--- config.mk ---
export PLATFORM = sky130hd
export DESIGN_NAME = tdm_demux
export DESIGN_NICKNAME = d
export VERILOG_FILES = /design/src/rtl/tdm_pkg.sv /design/src/rtl/tdm_slot_counter.sv /design/src/rtl/tdm_demux.sv
export SDC_FILE = /design/constraint.sdc
export NUM_CORES = 1
export LEC_CHECK = 0
export BUFFER_PORTS_ARGS = -buffer_cell sky130_fd_sc_hd__buf_4
export CAP_MARGIN = 40
export CORE_AREA = 2 2 49 51
export DETAILED_ROUTE_END_ITERATION = 8
export DIE_AREA = 0 0 51 53
export PLACE_DENSITY_LB_ADDON = 0.3
export SETUP_SLACK_MARGIN = 0.3
export SYNTH_ARGS = -nofsm -noshare
export SYNTH_HDL_FRONTEND = slang
export SYNTH_SLANG_ARGS = --single-unit
--- constraint.sdc ---
create_clock -name clk -period 3.2 [get_ports clk]
set_clock_uncertainty 0.2 [all_clocks]
set_input_delay 0.48 -clock clk [delete_from_list [all_inputs] [get_ports clk]]
set_output_delay 0.48 -clock clk [all_outputs]
set_load 0.01 [all_outputs]
--- src/rtl/tdm_pkg.sv ---
// tdm_pkg: shared constants, FSM state type and parity helper for the 8:1 TDM link
// Build option: TDM_DEMUX_PARITY_EN adds a trailing even-parity slot to each frame.
package tdm_pkg;
    localparam int NUM_CH = 8;
    localparam int SEL_W  = $clog2(NUM_CH);
`ifdef TDM_DEMUX_PARITY_EN
    localparam int NSLOT  = NUM_CH + 1;
`else
    localparam int NSLOT  = NUM_CH;
`endif
    localparam int SLOT_W = $clog2(NSLOT);
    typedef enum logic {HUNT, RUN} state_t;
    function automatic logic even_par(input logic [NUM_CH-1:0] d);
        return ^d;
    endfunction
endpackage

--- src/rtl/tdm_slot_counter.sv ---
// tdm_slot_counter: frame slot counter with advance, clear-to-1 on sync, wrap and last flag
// Ports: clk, rst_n (async active-low), en (advance one slot), clr (load 1, slot 0 taken),
//        slot (index of next expected slot), last (slot is the final slot of the frame).
module tdm_slot_counter
    import tdm_pkg::*;
(
    input  logic              clk,
    input  logic              rst_n,
    input  logic              en,
    input  logic              clr,
    output logic [SLOT_W-1:0] slot,
    output logic              last
);
    assign last = slot == SLOT_W'(NSLOT - 1);
    always_ff @(posedge clk or negedge rst_n)
        if (!rst_n)
            slot <= '0;
        else if (clr)
            slot <= SLOT_W'(1);
        else if (en)
            slot <= last ? '0 : slot + 1'b1;
endmodule

--- src/rtl/tdm_demux.sv ---
// tdm_demux: 8:1 TDM serial receiver, slot k of each sync-aligned frame to lane k
// Ports: clk, rst_n (async active-low), en (slot qualifier), din (serial bit), sync (slot-0 strobe),
//        lane_out (registered frame), frame_valid (1-cycle update pulse), slot (next slot expected),
//        sync_err (1-cycle sync violation pulse), parity_err (1-cycle pulse with frame_valid).
// Build option: TDM_DEMUX_PARITY_EN checks a trailing even-parity slot; otherwise parity_err is 0.
module tdm_demux
    import tdm_pkg::*;
(
    input  logic              clk,
    input  logic              rst_n,
    input  logic              en,
    input  logic              din,
    input  logic              sync,
    output logic [NUM_CH-1:0] lane_out,
    output logic              frame_valid,
    output logic [SLOT_W-1:0] slot,
    output logic              sync_err,
    output logic              parity_err
);
    state_t            state, state_nxt;
    logic [NUM_CH-1:0] shadow, sh_nxt;
    logic [SEL_W-1:0]  idx;
    logic              clr, adv, done, serr, last;

    tdm_slot_counter u_cnt (
        .clk   (clk),
        .rst_n (rst_n),
        .en    (adv),
        .clr   (clr),
        .slot  (slot),
        .last  (last)
    );

    always_ff @(posedge clk or negedge rst_n)
        if (!rst_n)
            state <= HUNT;
        else
            state <= state_nxt;

    always_comb begin
        state_nxt = state;
        if (state == HUNT)
            state_nxt = clr ? RUN : HUNT;
        else
            state_nxt = (en && !sync && slot == '0) ? HUNT : RUN;
    end

    // A sync always restarts the frame at slot 0, so early sync wins over completion.
    always_comb begin
        clr  = en & sync;
        adv  = en & !sync & (state == RUN) & (slot != '0);
        done = adv & last;
        serr = en & (state == RUN) & (sync ? slot != '0 : slot == '0);
    end

    always_comb begin
        idx         = clr ? '0 : slot[SEL_W-1:0];
        sh_nxt      = shadow;
        sh_nxt[idx] = din;
    end

    always_ff @(posedge clk or negedge rst_n)
        if (!rst_n) begin
            shadow      <= '0;
            lane_out    <= '0;
            frame_valid <= 1'b0;
            sync_err    <= 1'b0;
        end else begin
            if (clr || (adv && !last))
                shadow <= sh_nxt;
`ifdef TDM_DEMUX_PARITY_EN
            if (done)
                lane_out <= shadow;
`else
            if (done)
                lane_out <= sh_nxt;
`endif
            frame_valid <= done;
            sync_err    <= serr;
        end

`ifdef TDM_DEMUX_PARITY_EN
    always_ff @(posedge clk or negedge rst_n)
        if (!rst_n)
            parity_err <= 1'b0;
        else
            parity_err <= done & (even_par(shadow) ^ din);
`else
    assign parity_err = 1'b0;
`endif
endmodule
==> flow_summary.json, run 1 <==
{
  "syn_nets": 134,
  "cpMaxStageDelayCell": "dfrtp_1",
  "core_um2": 2148,
  "die_w_um": 51,
  "viasPerCell": 5.865,
  "start_util": 0.5783,
  "worstPathBufferInverterCount": 1,
  "status": "complete, no violations",
  "gp_congestion": 0.8796,
  "worstPathRequired_ns": 3.19,
  "syn_to_final_growth_pct": 9.869,
  "drtAntennaViolNets": 0,
  "syn_avg_cell_area_um2": 9.861,
  "synth.area.top_cells": "dfrtp_1 44%, mux2_1 5.4%, a21oi_1 4.4%",
  "cp-start-kind": "flip-flop",
  "yosysMostFrequentCell": "dfrtp_1",
  "clk_latency_ns": 0.30,
  "arrival_ns": 2.31,
  "cts_htree_levels": 1,
  "ys_ff_latch": 22,
  "drc": 0,
  "synth_top_area_frac": 0.4431,
  "synth_area_leader_cell": "dfrtp_1",
  "irDropWorstVdd_uv": 493.4,
  "setup-violations-final": 0,
  "cp-end-kind": "flip-flop",
  "worstPathMaxFanout": 18,
  "drtIter0Drc": 33,
  "slew_headroom": 0.5717,
  "worstHoldPathType": "primary input to flip-flop",
  "numCtsBuffers": 3,
  "maxCapViolCount": 0,
  "syn_area_um2": 1242,
  "maxSlewViolCount": 0,
  "vias": 956,
  "max_stage_delay_ns": 0.63,
  "nets": 145,
  "synthCells": 126,
  "synthArstFlopShare": 1.000,
  "ioPinCount": 19,
  "setup_tns_ns": 0,
  "io_buffers": 17,
  "wirelength_mm": 2.376,
  "drive_gt1_frac": 0.2000,
  "pwr_density_cell_nw_per_um2": 727.7,
  "grt_pass1_wl_mm": 3.967,
  "rows": 17,
  "synth.distinct_cells": 34,
  "hpwl_mm": 1.681,
  "rsz0062_at_grt": "false",
  "overflow": 0,
  "p_leak_nw": 0.6192,
  "antenna_found_initial": 0,
  "path_clk_slew_ns": 0.12,
  "critPathKind": "flip-flop to flip-flop",
  "crit_chain": "inv_1 > ha_1 > nand2b_1 > nand4_1 > mux2_1",
  "first_global_vias": 872,
  "fmax_mhz": 431.5,
  "yosysWarnings": 0,
  "die_area_um2": 2703,
  "grt_usage": 0.2006,
  "fill_cells": 181,
  "cts-root-buf": "clkbuf_4",
  "antenna_cells": 0,
  "synth_common_cells": "22 x dfrtp_1, 11 x a21oi_1, 9 x nand3_1",
  "fin_ws_ns": 0.8822,
  "wl_per_cell_um": 14.58,
  "cts_tree": "yes",
  "grt_max_degree": 23,
  "synth_edf_count": 0,
  "place_ws_ns": 0.9331,
  "first_pass_iters": 4,
  "cts_sinks": 22,
  "die_h_um": 53,
  "ys.flop_type": "dfrtp_1",
  "hold_viol": 0,
  "ys_seq_area_frac": 0.4431,
  "final.period_utilization": 0.7243,
  "path_delay_family": "simple AND/OR/NAND/NOR gates",
  "min_period_ns": 2.318,
  "ctsLongestPathBuffers": 2,
  "tightest_slew_ns": 0.6425
}
-- layout make-up --
cell class	count	area (µm²)	area share
multi-input combinational	90	611.8	0.4482
sequential	22	550.5	0.4033
clock buffer	3	22.52	0.01650
timing repair buffer	18	137.6	0.1008
tap	28	35.03	0.02566
inverter	2	7.507	0.005500
-- sequential cells by signal (all words and copies together) (netlist names) --
| register | count |
|---|---|
| sync_err | 1 |
| state | 1 |
| u_cnt.slot | 3 |
| lane_out | 8 |
| frame_valid | 1 |
| shadow | 8 |
-- where the power goes --
group / switching (W) / internal, W / total (W)
Sequential: 0.0000868 / 0.000358 / 0.000445
Combinational: 0.000231 / 0.000195 / 0.000426
Clock: 0.0000782 / 0.0000439 / 0.000122
-- kinds of logic after synthesis --
kind of cell / count (synthesis) / synth area share
AOI/OAI and AO/OA: 35 / 0.1752
xor gates and xnor gates: 1 / 0.007051
adders and majority gates: 3 / 0.03021
buffers and inverters: 14 / 0.06445
DFF: 22 / 0.4431
muxes: 8 / 0.07250
other: 1 / 0.003018
and+or+nand+nor: 42 / 0.2044
-- placed cells by master, fill, tap and decap left out, types with 2 or more instances in the layout --
cell,count
a21oi_1,11
a31oi_1,8
and2_1,4
buf_4,17
clkbuf_4,3
dfrtp_1,22
ha_1,3
inv_1,2
mux2_1,6
mux2_2,2
nand2_1,4
nand2b_1,4
nand3_1,9
nand4_1,7
nand4b_1,2
nor2_1,3
nor2b_1,2
nor3_1,2
o21ai_0,8
o31ai_1,3
-- worst reg2reg max path, stage by stage (launching register included) --
cell and delay, ns:
dfrtp_1 0.63, inv_1 0.09, ha_1 0.25, nand2b_1 0.48
nand4_1 0.20, mux2_1 0.36
-- metal layers --
metal | global-route usage | vias to the layer above | routed length [µm]
met4 | 0.09459 | 0 | 17
met1 | 0.2613 | 443 | 1096
met3 | 0.02542 | 2 | 139
met5 | 0 | - | 0
li1 | - | 481 | -
met2 | 0.3312 | 30 | 1123
-- metrics by stage --
stage	utilization	instances	total power, W	cell area, µm²	hold slack [ns]
2_1_floorplan	-	126	0.0007476	1242	-0.01559
3_3_place_gp	0.6203	159	0.0008595	1333	0.1766
3_5_place_dp	0.6203	159	0.0008695	1333	0.1849
4_1_cts	0.6354	163	0.0009948	1365	0.2962
5_1_grt	0.6354	163	0.001072	1365	0.3061
6_report	0.6354	163	0.0009933	1365	0.3076
-- final timing paths --
| path | startpoint | to | slack (ns) | cells after the start |
|---|---|---|---|---|
| hold / removal | en | state | 0.31 | 3 |
| hold reg to reg | shadow[0] | shadow[0] | 0.31 | 1 |
| setup reg to reg | u_cnt.slot[0] | shadow[1] | 0.88 | 5 |
| min in group asynchronous | rst_n | u_cnt.slot[2] | 0.39 | 2 |
| max in group asynchronous | rst_n | shadow[1] | 2.19 | 2 |
| setup / recovery | u_cnt.slot[0] | shadow[1] | 0.88 | 5 |
-- what timing repair did --
action | in CTS | in global routing
resized for setup | 0 | 0
hold buffers | 1 | 0
hold endpoints to repair | 22 | 0
buffers inserted | 0 | 0
Note: power is estimated with default switching activity, not from simulation.
==> run 2, diff against run 1 <==
--- a/config.mk
+++ b/config.mk
@@ -5,11 +5,12 @@
 export SDC_FILE = /design/constraint.sdc
 export NUM_CORES = 1
 export LEC_CHECK = 0
+export ABC_AREA = 1
 export BUFFER_PORTS_ARGS = -buffer_cell sky130_fd_sc_hd__buf_4
 export CAP_MARGIN = 40
-export CORE_AREA = 2 2 49 51
+export CORE_AREA = 2 2 53 55
 export DETAILED_ROUTE_END_ITERATION = 8
-export DIE_AREA = 0 0 51 53
+export DIE_AREA = 0 0 55 57
 export PLACE_DENSITY_LB_ADDON = 0.3
 export SETUP_SLACK_MARGIN = 0.3
 export SYNTH_ARGS = -nofsm -noshare
==> constraint.sdc (replaced) <==
create_clock -name clk -period 2 [get_ports clk]
set_clock_uncertainty 0.2 [all_clocks]
set_input_delay 0.3 -clock clk [delete_from_list [all_inputs] [get_ports clk]]
set_output_delay 0.3 -clock clk [all_outputs]
set_load 0.01 [all_outputs]
==> run 2 against run 1 <==
Compared with the run above:
- design area grew 14%
- die area up 16%
- worst setup slack got worse by 0.53 ns
- largest power group is now combinational logic
==> flow_summary.json, run 2 <==
{
  "grt_pass1_wl_mm": 4.257,
  "synth_area_leader_cell": "dfrtp_1",
  "worstPathRequired_ns": 2.06,
  "final.period_utilization": 0.8226,
  "reg.largest.list": "lane_out (8), shadow (8), u_cnt.slot (3)",
  "maxCapViolCount": 0,
  "reg2reg_slack_ns": 0.35,
  "setup-violations-final": 0,
  "min_period_ns": 1.645,
  "arrival_ns": 1.70,
  "synth_edf_count": 0,
  "critPathKind": "flip-flop to flip-flop",
  "synth-xor-area-share": 0,
  "grt_usage": 0.1889,
  "first_global_vias": 910,
  "die_h_um": 57,
  "synth_top_area_frac": 0.4632,
  "max_stage_delay_ns": 0.45,
  "worstHoldPathType": "primary input to flip-flop",
  "syn_avg_cell_area_um2": 7.820,
  "cp-start-kind": "flip-flop",
  "antenna_found_initial": 0,
  "yosysWarnings": 0,
  "drtIter0Drc": 51,
  "irDropWorstVdd_uv": 757.7,
  "wl_per_cell_um": 13.49,
  "pwr_density_cell_nw_per_um2": 1043,
  "maxSlewViolCount": 0,
  "setup_tns_ns": 0,
  "io_buffers": 17,
  "multi_input_area_um2": 644.4,
  "syn_to_final_growth_pct": 30.53,
  "fill_cells": 225,
  "p_leak_nw": 0.8344,
  "gp_congestion": 0.8927,
  "timing.rr.end": "shadow[6]",
  "cts_htree_levels": 1,
  "core_um2": 2615,
  "synth.area.top_cells": "dfrtp_1 46%, nand2_1 22%, nand3_1 6.3%",
  "path_clk_slew_ns": 0.14,
  "synthArstFlopShare": 1.000,
  "first_pass_iters": 4,
  "place_ws_ns": 0.1846,
  "holdWs_ns": 0.05404,
  "startpoint": "u_cnt.slot[1]",
  "die_w_um": 55,
  "syn_area_um2": 1189,
  "synth_top_family_by_area": "simple AND/OR/NAND/NOR gates",
  "cpMaxStageDelayCell": "dfrtp_2",
  "start_util": 0.4545,
  "muxShareOfSynthArea": 0,
  "r2r-start": "u_cnt.slot[1]",
  "status": "complete, no violations",
  "synth_common_cells": "70 x nand2_1, 22 x dfrtp_1, 15 x nand3_1",
  "wirelength_mm": 2.832,
  "numCtsBuffers": 3,
  "ioPinCount": 19,
  "drive_gt1_frac": 0.2905,
  "cp-end-kind": "flip-flop",
  "rows": 19,
  "synth_compound_area_frac": 0.02526,
  "grt_max_degree": 23,
  "fmax_mhz": 607.8,
  "ys.flop_type": "dfrtp_1",
  "synthCells": 152,
  "ys_ff_latch": 22,
  "worstPathMaxFanout": 8,
  "setup.worst_path.end": "shadow[6]",
  "final_cell_mix": "68 x nand2_1, 26 x buf_4, 19 x dfrtp_1, 15 x nand3_1",
  "regArea_um2": 554.3,
  "hold_viol": 0,
  "rsz0062_at_grt": "true",
  "ys_seq_area_frac": 0.4632,
  "syn_nets": 160,
  "overflow": 0,
  "synth_fa_ha_area_frac": 0.03158,
  "antenna_cells": 0,
  "synth.distinct_cells": 20,
  "die_area_um2": 3135,
  "hpwl_mm": 1.784,
  "yosys.area_share.simple": 0.4137,
  "drc": 0,
  "reg2regPathDepth": 9,
  "final_common_cell": "nand2_1",
  "crit_chain": "inv_4 > ha_4 > nand2_4 > nand2_4 > nor2_8 > nand2_8 > nand2_8 > nand2_1 > nand2_1",
  "cts-root-buf": "clkbuf_4",
  "yosysMostFrequentCell": "nand2_1",
  "cts_tree": "yes",
  "vias": 1097,
  "fin_ws_ns": 0.3548,
  "nets": 188,
  "cts_sinks": 22,
  "viasPerCell": 5.224,
  "clk_latency_ns": 0.32,
  "drtAntennaViolNets": 0,
  "ctsLongestPathBuffers": 2
}
## run 2: cell count changes in the layout (fill, tap and decap cells not counted), sizes merged, moves of 4 or more
cell,change
nand3,+6
nor2,+5
buf,+10
mux2,-8
a21oi,-11
nand2b,-4
inv,+4
a31oi,-8
and2,-4
nand2,+73
## run 2: kinds of logic after synthesis
family | after synthesis
simple gates | 106
flops | 22
buf+inv | 14
compound gates | 6
fa+ha+maj | 3
other cells | 1
## run 2: repair_timing
action,in CTS,in global routing
endpoints found under the hold margin,22,0
pin swaps,0,7
hold buffers,1,0
buffers inserted,2,5
cloned,0,2
resized for setup,1,19
setup endpoints to repair,20,18
## run 2: final cells by class
class	count	share of cell area
multi-input combinational	118	0.4153
sequential	22	0.3573
timing repair buffer	28	0.1395
inverter	7	0.02903
tap	31	0.02500
clock inverter	1	0.01935
clock buffer	3	0.01452
## run 2: stage by stage
step	utilization	instances	power, W	area [µm²]
floorplan	-	152	0.001010	1196
global placement	0.5105	196	0.001128	1335
detailed placement	0.5105	196	0.001141	1335
CTS	0.5407	203	0.001520	1414
global route	0.5933	210	0.001736	1551
finish	0.5933	210	0.001618	1551
## run 2: where the power goes
| part | switching [W] | total (W) | internal [W] |
|---|---|---|---|
| Combinational | 0.000382 | 0.000649 | 0.000267 |
| Clock | 0.000145 | 0.000348 | 0.000203 |
| Sequential | 0.0000752 | 0.000620 | 0.000545 |
| Total | 0.000603 | 0.00162 | 0.00101 |
## run 2: metal layers
metal / wire length [µm] / vias to the layer above / track usage / part of all wire
met5: 0 / - / 0 / 0
met4: 25 / 0 / 0.06620 / 0.0088
met3: 186 / 4 / 0.06283 / 0.066
met2: 1401 / 49 / 0.2823 / 0.49
met1: 1217 / 506 / 0.2556 / 0.43
li1: - / 538 / - / -
## run 2: worst min-delay path by stage
stage	start	to	slack (ns)	depth (start not counted)
after floorplan	rst_n	frame_valid	-0.20	0
after global placement	rst_n	u_cnt.slot[0]	0.006	1
after detailed placement	rst_n	u_cnt.slot[0]	0.006	1
after CTS	en	state	0.05	4
after global routing	en	state	0.04	4
final	en	state	0.05	4
## run 2: worst max-delay path, delay by kind of cell, from the launching register on
family                     cells  cell delay [ns]
adders and majority gates      1             0.16
DFF                            1             0.45
buffers and inverters          1             0.06
and+or+nand+nor                7             0.69
